## src/rtl/seg7_pkg.sv

```systemverilog
// -----------------------------------------------------------------------------
// seg7_pkg
// Shared definitions for the seven-segment scan driver:
//   - code_t   : 5-bit glyph code (one per digit)
//   - glyph_t  : 7-bit segment pattern, bit 6 = a ... bit 0 = g, active-high
//   - phase_t  : scan slot phase (BLANK / SHOW)
//   - GLY_*    : named glyph codes above the hex range
//   - glyph_decode() : 32-entry code -> segment map
// -----------------------------------------------------------------------------
package seg7_pkg;

  typedef logic [4:0] code_t;
  typedef logic [6:0] glyph_t;

  typedef enum logic {
    PH_BLANK = 1'b0,
    PH_SHOW  = 1'b1
  } phase_t;

  localparam code_t GLY_ZERO  = 5'd0;
  localparam code_t GLY_BLANK = 5'd16;
  localparam code_t GLY_DASH  = 5'd17;
  localparam code_t GLY_H     = 5'd18;
  localparam code_t GLY_L     = 5'd19;
  localparam code_t GLY_P     = 5'd20;
  localparam code_t GLY_U     = 5'd21;
  localparam code_t GLY_R     = 5'd22;
  localparam code_t GLY_N     = 5'd23;
  localparam code_t GLY_O     = 5'd24;

  localparam glyph_t SEG_OFF = 7'b000_0000;

  // Codes 25..31 are unassigned and deliberately render as blank.
  function automatic glyph_t glyph_decode(input code_t code);
    glyph_t g;
    case (code)
      5'd0:      g = 7'b111_1110;
      5'd1:      g = 7'b011_0000;
      5'd2:      g = 7'b110_1101;
      5'd3:      g = 7'b111_1001;
      5'd4:      g = 7'b011_0011;
      5'd5:      g = 7'b101_1011;
      5'd6:      g = 7'b101_1111;
      5'd7:      g = 7'b111_0000;
      5'd8:      g = 7'b111_1111;
      5'd9:      g = 7'b111_1011;
      5'd10:     g = 7'b111_0111;
      5'd11:     g = 7'b001_1111;
      5'd12:     g = 7'b100_1110;
      5'd13:     g = 7'b011_1101;
      5'd14:     g = 7'b100_1111;
      5'd15:     g = 7'b100_0111;
      GLY_BLANK: g = 7'b000_0000;
      GLY_DASH:  g = 7'b000_0001;
      GLY_H:     g = 7'b011_0111;
      GLY_L:     g = 7'b000_1110;
      GLY_P:     g = 7'b110_0111;
      GLY_U:     g = 7'b011_1110;
      GLY_R:     g = 7'b000_0101;
      GLY_N:     g = 7'b001_0101;
      GLY_O:     g = 7'b001_1101;
      default:   g = SEG_OFF;
    endcase
    return g;
  endfunction

endpackage

```

## src/rtl/seg7_scan_timer.sv

```systemverilog
// -----------------------------------------------------------------------------
// seg7_scan_timer
// Slot/digit timebase for the scan driver. Owns the slot counter (cnt), the
// digit index (idx) and the slot phase.
//   clk           in   system clock, rising edge
//   rst_n         in   asynchronous reset, active low
//   idx_o         out  digit currently being scanned
//   phase_o       out  PH_BLANK for the first BLANK_CYC clocks of a slot
//   frame_end_o   out  high in the last clock of the last digit's slot
//   frame_start_o out  high in the first clock of digit 0's slot
// -----------------------------------------------------------------------------
module seg7_scan_timer
  import seg7_pkg::*;
#(
  parameter int DIGITS    = 4,
  parameter int CLK_DIV   = 1000,
  parameter int BLANK_CYC = 8,
  parameter int IDX_W     = (DIGITS > 1) ? $clog2(DIGITS) : 1
) (
  input  logic             clk,
  input  logic             rst_n,
  output logic [IDX_W-1:0] idx_o,
  output phase_t           phase_o,
  output logic             frame_end_o,
  output logic             frame_start_o
);

  localparam int CNT_W = (CLK_DIV > 1) ? $clog2(CLK_DIV) : 1;

  localparam logic [CNT_W-1:0] CNT_LAST  = CNT_W'(CLK_DIV - 1);
  localparam logic [CNT_W-1:0] CNT_BLANK = CNT_W'(BLANK_CYC);
  localparam logic [CNT_W-1:0] CNT_ZERO  = {CNT_W{1'b0}};
  localparam logic [CNT_W-1:0] CNT_ONE   = CNT_W'(1);
  localparam logic [IDX_W-1:0] IDX_LAST  = IDX_W'(DIGITS - 1);
  localparam logic [IDX_W-1:0] IDX_ZERO  = {IDX_W{1'b0}};
  localparam logic [IDX_W-1:0] IDX_ONE   = IDX_W'(1);
  // With no blanking interval the very first slot clock is already visible.
  localparam phase_t PHASE_RST = (BLANK_CYC > 0) ? PH_BLANK : PH_SHOW;

  logic [CNT_W-1:0] cnt_q, cnt_d;
  logic [IDX_W-1:0] idx_q, idx_d;
  phase_t           phase_q, phase_d;
  logic             slot_end_s;

  assign slot_end_s = (cnt_q == CNT_LAST);

  // Next-state for slot counter, digit index and phase.
  always_comb begin
    cnt_d   = cnt_q + CNT_ONE;
    idx_d   = idx_q;
    if (slot_end_s) begin
      cnt_d = CNT_ZERO;
      if (idx_q == IDX_LAST) begin
        idx_d = IDX_ZERO;
      end else begin
        idx_d = idx_q + IDX_ONE;
      end
    end else begin
      idx_d = idx_q;
    end
    // Phase is registered alongside cnt so it always describes cnt_q.
    if (cnt_d < CNT_BLANK) begin
      phase_d = PH_BLANK;
    end else begin
      phase_d = PH_SHOW;
    end
  end

  // Timebase state registers.
  always_ff @(posedge clk or negedge rst_n) begin
    if (!rst_n) begin
      cnt_q   <= CNT_ZERO;
      idx_q   <= IDX_ZERO;
      phase_q <= PHASE_RST;
    end else begin
      cnt_q   <= cnt_d;
      idx_q   <= idx_d;
      phase_q <= phase_d;
    end
  end

  assign idx_o         = idx_q;
  assign phase_o       = phase_q;
  assign frame_end_o   = slot_end_s && (idx_q == IDX_LAST);
  assign frame_start_o = (cnt_q == CNT_ZERO) && (idx_q == IDX_ZERO);

endmodule

```

## src/rtl/seg7_scan_driver.sv

```systemverilog
// -----------------------------------------------------------------------------
// seg7_scan_driver
// Time-multiplexed, double-buffered driver for a DIGITS-wide 7-segment display.
//   clk         in   system clock, rising edge
//   rst_n       in   asynchronous reset, active low
//   load        in   strobe: capture din/dp_in into the shadow buffer
//   din         in   5-bit glyph code per digit, digit k at din[5k+4:5k]
//   dp_in       in   decimal-point request per digit
//   seg         out  segments a..g (seg[6]=a)
//   dp          out  decimal point of the active digit
//   an          out  one-hot digit enable
//   pending     out  shadow buffer holds data not yet committed
//   frame_start out  one-clock pulse at the start of digit 0's slot
// Shadow data is committed to the display only at the frame end, so a frame
// never mixes old and new digits. All outputs come straight from flops;
// ACTIVE_LOW inverts seg/dp/an at those flops.
// Build option: define SEG7_LEADING_ZERO_BLANK_EN to blank leading zeros at
// commit (digit 0 always kept, dp untouched).
// -----------------------------------------------------------------------------
module seg7_scan_driver
  import seg7_pkg::*;
#(
  parameter int DIGITS     = 4,
  parameter int CLK_DIV    = 1000,
  parameter int BLANK_CYC  = 8,
  parameter int ACTIVE_LOW = 0
) (
  input  logic                  clk,
  input  logic                  rst_n,
  input  logic                  load,
  input  logic [5*DIGITS-1:0]   din,
  input  logic [DIGITS-1:0]     dp_in,
  output logic [6:0]            seg,
  output logic                  dp,
  output logic [DIGITS-1:0]     an,
  output logic                  pending,
  output logic                  frame_start
);

  localparam int IDX_W = (DIGITS > 1) ? $clog2(DIGITS) : 1;
  localparam logic INV = (ACTIVE_LOW != 0);

  localparam logic [5*DIGITS-1:0] CODES_BLANK = {DIGITS{GLY_BLANK}};
  localparam logic [DIGITS-1:0]   DIG_ZERO    = {DIGITS{1'b0}};
  localparam logic [DIGITS-1:0]   DIG_ONE     = DIGITS'(1);
  localparam logic [DIGITS-1:0]   AN_IDLE     = {DIGITS{INV}};
  localparam glyph_t              SEG_IDLE    = {7{INV}};

  // Timebase
  logic [IDX_W-1:0] idx_s;
  phase_t           phase_s;
  logic             frame_end_s;
  logic             frame_start_s;

  seg7_scan_timer #(
    .DIGITS    (DIGITS),
    .CLK_DIV   (CLK_DIV),
    .BLANK_CYC (BLANK_CYC),
    .IDX_W     (IDX_W)
  ) u_timer (
    .clk           (clk),
    .rst_n         (rst_n),
    .idx_o         (idx_s),
    .phase_o       (phase_s),
    .frame_end_o   (frame_end_s),
    .frame_start_o (frame_start_s)
  );

  // Buffers
  logic [5*DIGITS-1:0] shadow_q;
  logic [DIGITS-1:0]   shadow_dp_q;
  logic [5*DIGITS-1:0] disp_q;
  logic [DIGITS-1:0]   disp_dp_q;
  logic                pending_q;

  logic                commit_s;
  logic [5*DIGITS-1:0] commit_src_s;
  logic [DIGITS-1:0]   commit_dp_s;
  logic [5*DIGITS-1:0] commit_codes_s;

  // A load in the frame-end cycle bypasses the shadow so it lands this frame.
  assign commit_s     = frame_end_s && (pending_q || load);
  assign commit_src_s = load ? din   : shadow_q;
  assign commit_dp_s  = load ? dp_in : shadow_dp_q;

`ifdef SEG7_LEADING_ZERO_BLANK_EN
  logic seen_nz_s;

  // Blank zeros that have only zeros above them; digit 0 is never touched.
  always_comb begin
    commit_codes_s = commit_src_s;
    seen_nz_s      = 1'b0;
    for (int k = DIGITS - 1; k >= 1; k--) begin
      if (commit_src_s[5*k +: 5] != GLY_ZERO) begin
        seen_nz_s = 1'b1;
      end else if (!seen_nz_s) begin
        commit_codes_s[5*k +: 5] = GLY_BLANK;
      end else begin
        commit_codes_s[5*k +: 5] = commit_src_s[5*k +: 5];
      end
    end
  end
`else
  assign commit_codes_s = commit_src_s;
`endif

  // Shadow capture, frame-end commit and pending flag.
  always_ff @(posedge clk or negedge rst_n) begin
    if (!rst_n) begin
      shadow_q    <= CODES_BLANK;
      shadow_dp_q <= DIG_ZERO;
      disp_q      <= CODES_BLANK;
      disp_dp_q   <= DIG_ZERO;
      pending_q   <= 1'b0;
    end else begin
      if (load) begin
        shadow_q    <= din;
        shadow_dp_q <= dp_in;
      end else begin
        shadow_q    <= shadow_q;
        shadow_dp_q <= shadow_dp_q;
      end
      if (commit_s) begin
        disp_q    <= commit_codes_s;
        disp_dp_q <= commit_dp_s;
        pending_q <= 1'b0;
      end else if (load) begin
        pending_q <= 1'b1;
      end else begin
        pending_q <= pending_q;
      end
    end
  end

  // Active digit selection
  code_t  cur_code_s;
  logic   cur_dp_s;
  glyph_t cur_glyph_s;

  assign cur_code_s  = disp_q[5*idx_s +: 5];
  assign cur_dp_s    = disp_dp_q[idx_s];
  assign cur_glyph_s = glyph_decode(cur_code_s);

  logic [6:0]        seg_q;
  logic              dp_q;
  logic [DIGITS-1:0] an_q;
  logic              frame_start_q;

  // Output registers; polarity applied here so pins never glitch.
  always_ff @(posedge clk or negedge rst_n) begin
    if (!rst_n) begin
      seg_q         <= SEG_IDLE;
      dp_q          <= INV;
      an_q          <= AN_IDLE;
      frame_start_q <= 1'b0;
    end else begin
      if (phase_s == PH_SHOW) begin
        seg_q <= cur_glyph_s ^ SEG_IDLE;
        dp_q  <= cur_dp_s ^ INV;
        an_q  <= (DIG_ONE << idx_s) ^ AN_IDLE;
      end else begin
        seg_q <= SEG_IDLE;
        dp_q  <= INV;
        an_q  <= AN_IDLE;
      end
      frame_start_q <= frame_start_s;
    end
  end

  assign seg         = seg_q;
  assign dp          = dp_q;
  assign an          = an_q;
  assign pending     = pending_q;
  assign frame_start = frame_start_q;

endmodule
```

## config.mk

```make
export PLATFORM = sky130hd
export DESIGN_NAME = seg7_scan_driver
export DESIGN_NICKNAME = d
export VERILOG_FILES = /design/src/rtl/seg7_pkg.sv /design/src/rtl/seg7_scan_timer.sv /design/src/rtl/seg7_scan_driver.sv
export SDC_FILE = /design/constraint.sdc
export NUM_CORES = 1
export LEC_CHECK = 0
export CAP_MARGIN = 20
export CORE_AREA = 5 5 103 105
export CTS_CLUSTER_DIAMETER = 50
export DETAILED_ROUTE_END_ITERATION = 10
export DIE_AREA = 0 0 108 110
export PLACE_DENSITY_LB_ADDON = 0.1
export SLEW_MARGIN = 40
export SYNTH_ARGS = -nofsm -noshare
export SYNTH_HDL_FRONTEND = slang
export SYNTH_SLANG_ARGS = --single-unit
```

## constraint.sdc

```tcl
create_clock -name clk -period 2.85 [get_ports clk]
set_input_delay 0.57 -clock clk [delete_from_list [all_inputs] [get_ports clk]]
set_output_delay 0.57 -clock clk [all_outputs]
set_load 0.02 [all_outputs]
```

==> results.sh, run 1 <==
export IMPL_fin_setup_tns_ps=0
export IMPL_max_slew_margin_rel=0.5012
export IMPL_syn_area_um2=3760
export IMPL_vias_per_cell=5.041
export IMPL_clock_sinks=75
export IMPL_crit_chain="mux4_1 > inv_1 > ha_1 > mux2i_1 > o32ai_1 > o21a_1"
export IMPL_diodes=0
export IMPL_path_buf_inv=1
export IMPL_reg2reg_depth=6
export IMPL_die_h_um=110
export IMPL_ys_top_cells_by_area="dfrtp_1 45%, mux2_2 8.4%, mux2_4 8.0%"
export IMPL_core_area_um2=9549
export IMPL_via_count=2324
export IMPL_worst_hold_path_type="in -> async"
export IMPL_min_period_ps=2488
export IMPL_p_leak_uw=0.001973
export IMPL_critPathLaunch="u_timer.idx_o[0]"
export IMPL_crit_arrival_ps=2770
export IMPL_synth_top_flop_cell="dfrtp_1"
export IMPL_max_freq_mhz=401.9
export IMPL_finClkSkew_ps=8.363
export IMPL_syn_instance_count=286
export IMPL_critPathSlowestCell="mux4_1"
export IMPL_clk_latency_ps=340
export IMPL_cts_htree_levels=3
export IMPL_ys_seq_elements=75
export IMPL_clk_pin_slew_ps=80
export IMPL_dr_pass1_iters=4
export IMPL_async_reset_ff_frac=1.000
export IMPL_globalRouteMet2Util=0.1976
export IMPL_start_util=0.3937
export IMPL_placementRows=36
export IMPL_die_area_um2=11880
export IMPL_clock_path_buffers=2
export IMPL_final_util=0.4670
export IMPL_port_buffers=40
export IMPL_r2r_end="seg[4]"
export IMPL_grt_busiest_layer="met2"
export IMPL_hold_buffers=0
export IMPL_vdd_drop_max_mv=0.2853
export IMPL_ys_seq_area_frac=0.5018
export IMPL_cts_tree="yes"
export IMPL_antenna_found_initial=0
export IMPL_drc=0
export IMPL_max_cap_violations=0
export IMPL_grt_max_degree=76
export IMPL_antenna_left=0
export IMPL_synth_top_cell_area_share=0.4459
export IMPL_synth_cell_type_count=51
export IMPL_final_hold_violation_count=0
export IMPL_cts_resized=0
export IMPL_first_iter_violations=82
export IMPL_grt_usage=0.1289
export IMPL_rsz0062_at_grt="false"
export IMPL_grtUsageMet3=0.03378
export IMPL_dp_hpwl_mm=4.784
export IMPL_synth_warnings=0
export IMPL_r2r_start="u_timer.idx_o[0]"
export IMPL_grt_pass1_wl_mm=11.90
export IMPL_critPathTopFamily="multiplexers"
export IMPL_syn_area_per_cell_um2=13.15
export IMPL_syn2layout_area_growth_pct=18.60
export IMPL_synth_edf_count=0
export IMPL_io_pins=41
export IMPL_critPathLaunchType="flop"
export IMPL_routed_wirelength_mm=7.047
export IMPL_root_buffer="clkbuf_8"
export IMPL_design_power_total_uw=2205
export IMPL_cp_depth=6
export IMPL_drive_above_1_share=0.2378
export IMPL_syn_num_nets=328
export IMPL_tightest_slew_ps=748.2
export IMPL_grt_overflow=0
export IMPL_routabilityCongestion=0.8331
export IMPL_outcome="complete, no violations"
export IMPL_cp_end_kind="flop"
export IMPL_r2r_slack_ps=360
export IMPL_die_x_um=108
export IMPL_cpPeakStageDelay_ps=780
export IMPL_yosysTopAreaCell="dfrtp_1"
export IMPL_use_met1=0.1782
export IMPL_cp_max_fo=10
export IMPL_timing_critical_path_to="seg[4]"
export IMPL_final_nets=365
export IMPL_powerDensity_nw_per_um2=494.5
export IMPL_setup_viol=0
export IMPL_final_max_slew_viol_count=0
export IMPL_required_ps=3130
export IMPL_critPathKind="reg -> reg"
export IMPL_finalCritPeriodShare=0.8730
export IMPL_cts_inserted_buffers=9
export IMPL_cts_setup_buffers=0
export IMPL_grt_pass1_vias=2387
export IMPL_wl_per_cell_um=15.29
==> metrics by stage <==
step	instance area (µm²)	hold slack, ps	worst slack (ps)	instances
floorplan	3760	274.4	737.5	286
global placement	4214	484.6	460.3	445
detailed placement	4218	486.9	328.4	445
CTS	4459	262.5	322.4	461
global route	4459	262.6	155.1	461
finish	4459	213.1	362.1	461
==> cell usage after synthesis, types with 4 or more instances <==
cell type / n
dfrtp_1: 67
buf_6: 6
nand2b_1: 5
mux2i_1: 8
o21ai_0: 6
nand3_1: 7
ha_1: 15
inv_1: 15
nor2_1: 11
mux2_2: 28
dfstp_2: 8
clkbuf_1: 5
nand2_1: 10
a21oi_1: 7
o21a_1: 4
mux4_1: 4
mux2_4: 20
and2_1: 8
==> state kept, by name, indices dropped and copies added (netlist names) <==
| register | flops |
|---|---|
| disp_q | 20 |
| shadow_q | 20 |
| u_timer.cnt_q | 10 |
| seg | 7 |
| an | 4 |
| disp_dp_q | 4 |
| shadow_dp_q | 4 |
| u_timer.idx_o | 2 |
| dp | 1 |
| frame_start | 1 |
| pending | 1 |
| u_timer.phase_o | 1 |
==> layer usage <==
| metal | up-vias | wire length [µm] | part of all wire |
|---|---|---|---|
| met3 | 7 | 284 | 0.040 |
| met4 | 0 | 94 | 0.013 |
| met1 | 1163 | 3422 | 0.49 |
| met5 | - | 0 | 0 |
| li1 | 1101 | - | - |
| met2 | 53 | 3245 | 0.46 |
==> worst min path at each step <==
stage | from | endpoint | slack, ps | depth (start not counted)
CTS | rst_n | u_timer.cnt_q[2] | 260 | 1
detailed placement | shadow_q[0] | shadow_q[0] | 490 | 1
global route | rst_n | u_timer.cnt_q[2] | 260 | 1
global placement | shadow_q[17] | shadow_q[17] | 480 | 1
floorplan | rst_n | an[0] | 270 | 0
finish | rst_n | u_timer.cnt_q[3] | 210 | 1
==> layout by cell type, fill, tap and decap left out, types with 3 or more instances in the layout <==
cell             Yosys  routed
dfstp_2              8       8
o32ai_1              3       3
xnor2_1              3       3
nand2_1             10      10
nand2b_1             5       5
nand3_1              7       7
nor3_1               3       3
nand4_1              3       3
a21oi_1              7       7
mux2i_1              8       8
nor2_1              11      11
dfrtp_1             67      67
bufinv_16            0       3
ha_1                15      15
clkdlybuf4s50_1      0      39
mux2_2              28      28
o21a_1               4       4
inv_1               15      15
clkbuf_8             0       9
mux4_1               4       4
xor2_1               3       3
mux2_4              20      20
o21ai_0              6       6
and2_1               8       8
==> cell type report <==
type	instances	area [µm²]
clock buffer	10	127.6
clock inverter	6	113.9
fill	917	5090
inverter	15	56.30
multi-input combinational	180	1692
sequential	75	1887
tap	133	166.4
timing repair buffer	42	416.7
==> where the power goes <==
group / internal, µW / switching (µW)
registers: 1100 / 7.90
clock network: 583 / 401
logic: 63.7 / 48.1
total: 1750 / 457
==> logic make-up (layout without fill, tap and decap cells) <==
logic type / count (synthesis) / after routing / synth area share
adder cells (fa/ha/maj): 15 / 15 / 0.04992
AO/OA/AOI/OAI: 38 / 38 / 0.07355
multiplexers: 62 / 62 / 0.2250
buffers and inverters: 31 / 73 / 0.04825
AND/OR/NAND/NOR: 59 / 59 / 0.08752
XOR/XNOR: 6 / 6 / 0.01398
flip-flops: 75 / 75 / 0.5018
No activity file was read; power rests on OpenSTA's default activity.
==> run 2: changes to the inputs <==
--- a/config.mk
+++ b/config.mk
@@ -7,7 +7,6 @@
 export LEC_CHECK = 0
 export CAP_MARGIN = 20
 export CORE_AREA = 5 5 103 105
-export CTS_CLUSTER_DIAMETER = 50
 export DETAILED_ROUTE_END_ITERATION = 10
 export DIE_AREA = 0 0 108 110
 export PLACE_DENSITY_LB_ADDON = 0.1
==> results of run 2 <==
Final layout, timing and power as in run 1 (identical DEF).
==> run 3: changes to the inputs <==
--- a/config.mk
+++ b/config.mk
@@ -6,11 +6,12 @@
 export NUM_CORES = 1
 export LEC_CHECK = 0
 export CAP_MARGIN = 20
-export CORE_AREA = 5 5 103 105
+export CORE_AREA = 5 5 104 106
 export DETAILED_ROUTE_END_ITERATION = 10
-export DIE_AREA = 0 0 108 110
+export DIE_AREA = 0 0 109 111
 export PLACE_DENSITY_LB_ADDON = 0.1
 export SLEW_MARGIN = 40
 export SYNTH_ARGS = -nofsm -noshare
 export SYNTH_HDL_FRONTEND = slang
+export SYNTH_HIERARCHICAL = 1
 export SYNTH_SLANG_ARGS = --single-unit
==> run 3 against run 2 <==
Net effect: sequential share of layout area decreased by 0.46 points; worst hold slack improved by 30 ps; core utilization decreased by 0.15 points; combinational power about the same; flip-flop and latch count unchanged; clock skew decreased by 1.2 ps; critical endpoint is now disp_q[7].
==> results.sh, run 3 <==
export IMPL_dp_hpwl_mm=5.145
export IMPL_first_iter_violations=83
export IMPL_diodes=0
export IMPL_critPathSlowestCell="dfrtp_1"
export IMPL_cts_resized=0
export IMPL_final_hold_violation_count=0
export IMPL_synth_top_flop_cell="dfrtp_1"
export IMPL_cts_tree="yes"
export IMPL_setup_ws_ps=503.3
export IMPL_ys_top_cells_by_area="dfrtp_1 44%, mux2_2 14%, dfstp_2 5.5%"
export IMPL_rsz0062_at_grt="false"
export IMPL_yosys_area_share_xor_xnor=0.02285
export IMPL_syn_area_per_cell_um2=12.61
export IMPL_wl_met2_mm=3.372
export IMPL_root_buffer="clkbuf_8"
export IMPL_crit_chain="ha_1 > and4bb_2 > and3_1 > and4_1 > o21ai_2 > buf_4 > mux2_2"
export IMPL_syn_area_um2=3832
export IMPL_antenna_left=0
export IMPL_outcome="complete, no violations"
export IMPL_antenna_found_initial=0
export IMPL_wl_met3_um=383
export IMPL_syn_instance_count=304
export IMPL_pwr_share_comb=0.054
export IMPL_synth_top_family_by_area="multiplexers"
export IMPL_ys_seq_elements=75
export IMPL_synth_warnings=6
export IMPL_p_int_uw=1593
export IMPL_vias_per_cell=5.040
export IMPL_critPathLaunchType="flop"
export IMPL_critPathTopFamily="simple AND/OR/NAND/NOR gates"
export IMPL_port_buffers=40
export IMPL_synth_top_cells_by_count="67 x dfrtp_1, 49 x mux2_2, 16 x nor2_1, 14 x nand2_1, 13 x ha_1"
export IMPL_drt_met1_wl_mm=3.637
export IMPL_cpPeakStageDelay_ps=440
export IMPL_routabilityCongestion=0.8148
export IMPL_max_slew_margin_rel=0.5539
export IMPL_cts_inserted_buffers=9
export IMPL_path_buf_inv=1
export IMPL_final_nets=383
export IMPL_synth_adder_area_share=0.04244
export IMPL_via_count=2424
export IMPL_reg_top3="disp_q (20), shadow_q (20), u_timer/cnt_q (10)"
export IMPL_clock_path_buffers=2
export IMPL_p_sw_uw=469.6
export IMPL_drc=0
export IMPL_die_h_um=111
export IMPL_final_max_slew_viol_count=0
export IMPL_crit_arrival_ps=2570
export IMPL_die_x_um=109
export IMPL_grt_usage=0.1299
export IMPL_final_cell_mix="67 x dfrtp_1, 49 x mux2_2, 39 x clkdlybuf4s50_1, 16 x nor2_1, 14 x nand2_1"
export IMPL_finalCritPeriodShare=0.8234
export IMPL_powerDensity_nw_per_um2=457.6
export IMPL_die_area_um2=12100
export IMPL_top_layer="met4"
export IMPL_min_period_ps=2347
export IMPL_ys_seq_area_frac=0.4923
export IMPL_clk_pin_slew_ps=80
export IMPL_clock_sinks=75
export IMPL_clk_latency_ps=340
export IMPL_pre_cts_ws_ps=483.6
export IMPL_synth_compound_area_share=0.06497
export IMPL_async_reset_ff_frac=1.000
export IMPL_cp_end_kind="flop"
export IMPL_pwr_share_seq=0.537
export IMPL_synth_edf_count=0
export IMPL_switching_share=0.2276
export IMPL_io_pins=41
export IMPL_placementRows=36
export IMPL_grt_max_degree=76
export IMPL_p_leak_uw=0.001919
export IMPL_fin_setup_tns_ps=0
export IMPL_required_ps=3080
export IMPL_syn_num_nets=344
export IMPL_synth_cell_type_count=58
export IMPL_cp_max_fo=24
export IMPL_cts_htree_levels=3
export IMPL_max_cap_violations=0
export IMPL_vdd_drop_max_mv=0.2675
export IMPL_drive_above_1_share=0.2730
export IMPL_worst_hold_path_type="in -> async"
export IMPL_wl_per_cell_um=15.45
export IMPL_yosysTopAreaCell="dfrtp_1"
export IMPL_tightest_slew_ps=669.1
export IMPL_p_clk_frac=0.408
export IMPL_finClkSkew_ps=7.139
export IMPL_routed_wirelength_mm=7.431
export IMPL_cts_setup_buffers=0
export IMPL_grt_pass1_wl_mm=12.35
export IMPL_synth_simple_gate_area_frac=0.1133
export IMPL_synthMuxAreaShare=0.2191
export IMPL_critPathKind="reg -> reg"
export IMPL_start_util=0.3957
export IMPL_grt_overflow=0
export IMPL_setup_viol=0
export IMPL_yosysMostFrequentCell="dfrtp_1"
export IMPL_synth_top_cell_area_share=0.4375
export IMPL_dr_pass1_iters=5
export IMPL_syn2layout_area_growth_pct=17.63
export IMPL_layout_cells_most_common="dfrtp_1"
export IMPL_grt_pass1_vias=2438
export IMPL_hold_buffers=0
export IMPL_max_freq_mhz=426.1
export IMPL_core_area_um2=9684
==> run 3: layout make-up <==
class	instances	area [µm²]
well taps	133	166.4
multi-input cells	202	1777
flip-flops and latches	75	1887
fillers	923	5176
clock inverters	6	63.81
clock buffers	10	137.6
repair buffers	45	439.2
inverters	10	37.54
==> run 3: logic make-up (layout without fill, tap and decap cells) <==
logic type | after synthesis | after routing
compound gates | 38 | 38
xor+xnor | 10 | 10
fa+ha+maj | 13 | 13
buf+inv | 27 | 71
flops | 75 | 75
mux | 68 | 68
simple gates | 73 | 73
==> run 3: path summary, 6_finish.rpt <==
kind | startpoint | end | slack (ps) | cells past startpoint
max | u_timer/cnt_q[0] | disp_q[7] | 500 | 7
min | rst_n | shadow_dp_q[1] | 240 | 1
max reg2reg | u_timer/cnt_q[0] | disp_q[7] | 500 | 7
min reg2reg | shadow_dp_q[0] | shadow_dp_q[0] | 490 | 1
max in group asynchronous | rst_n | shadow_q[12] | 2150 | 1
min in group clk | shadow_dp_q[0] | shadow_dp_q[0] | 490 | 1
==> run 3: metrics by stage <==
step	total power [µW]	util	instance area [µm²]	cells	hold slack, ps
after floorplan	1175	-	3832	304	274.4
after global placement	1243	0.4443	4303	465	479.5
after detailed placement	1246	0.4447	4307	465	482.2
after CTS	2091	0.4655	4508	481	263.1
after global routing	2152	0.4655	4508	481	277.5
final	2063	0.4655	4508	481	243.3
==> run 3: power by group through the flow <==
stage	sequential, µW	combinational (µW)	clock [µW]
final	1110	112	842
after global routing	1110	126	914
after CTS	1110	117	865
after detailed placement	1130	116	0
after global placement	1130	114	0
after floorplan	1130	47.8	0
==> run 3: per-layer routing <==
metal  up-vias  global-route usage
li1       1170                   -
met4         0             0.04545
met5         -                   0
met3         4             0.03378
met1      1187              0.1850
met2        63              0.1900
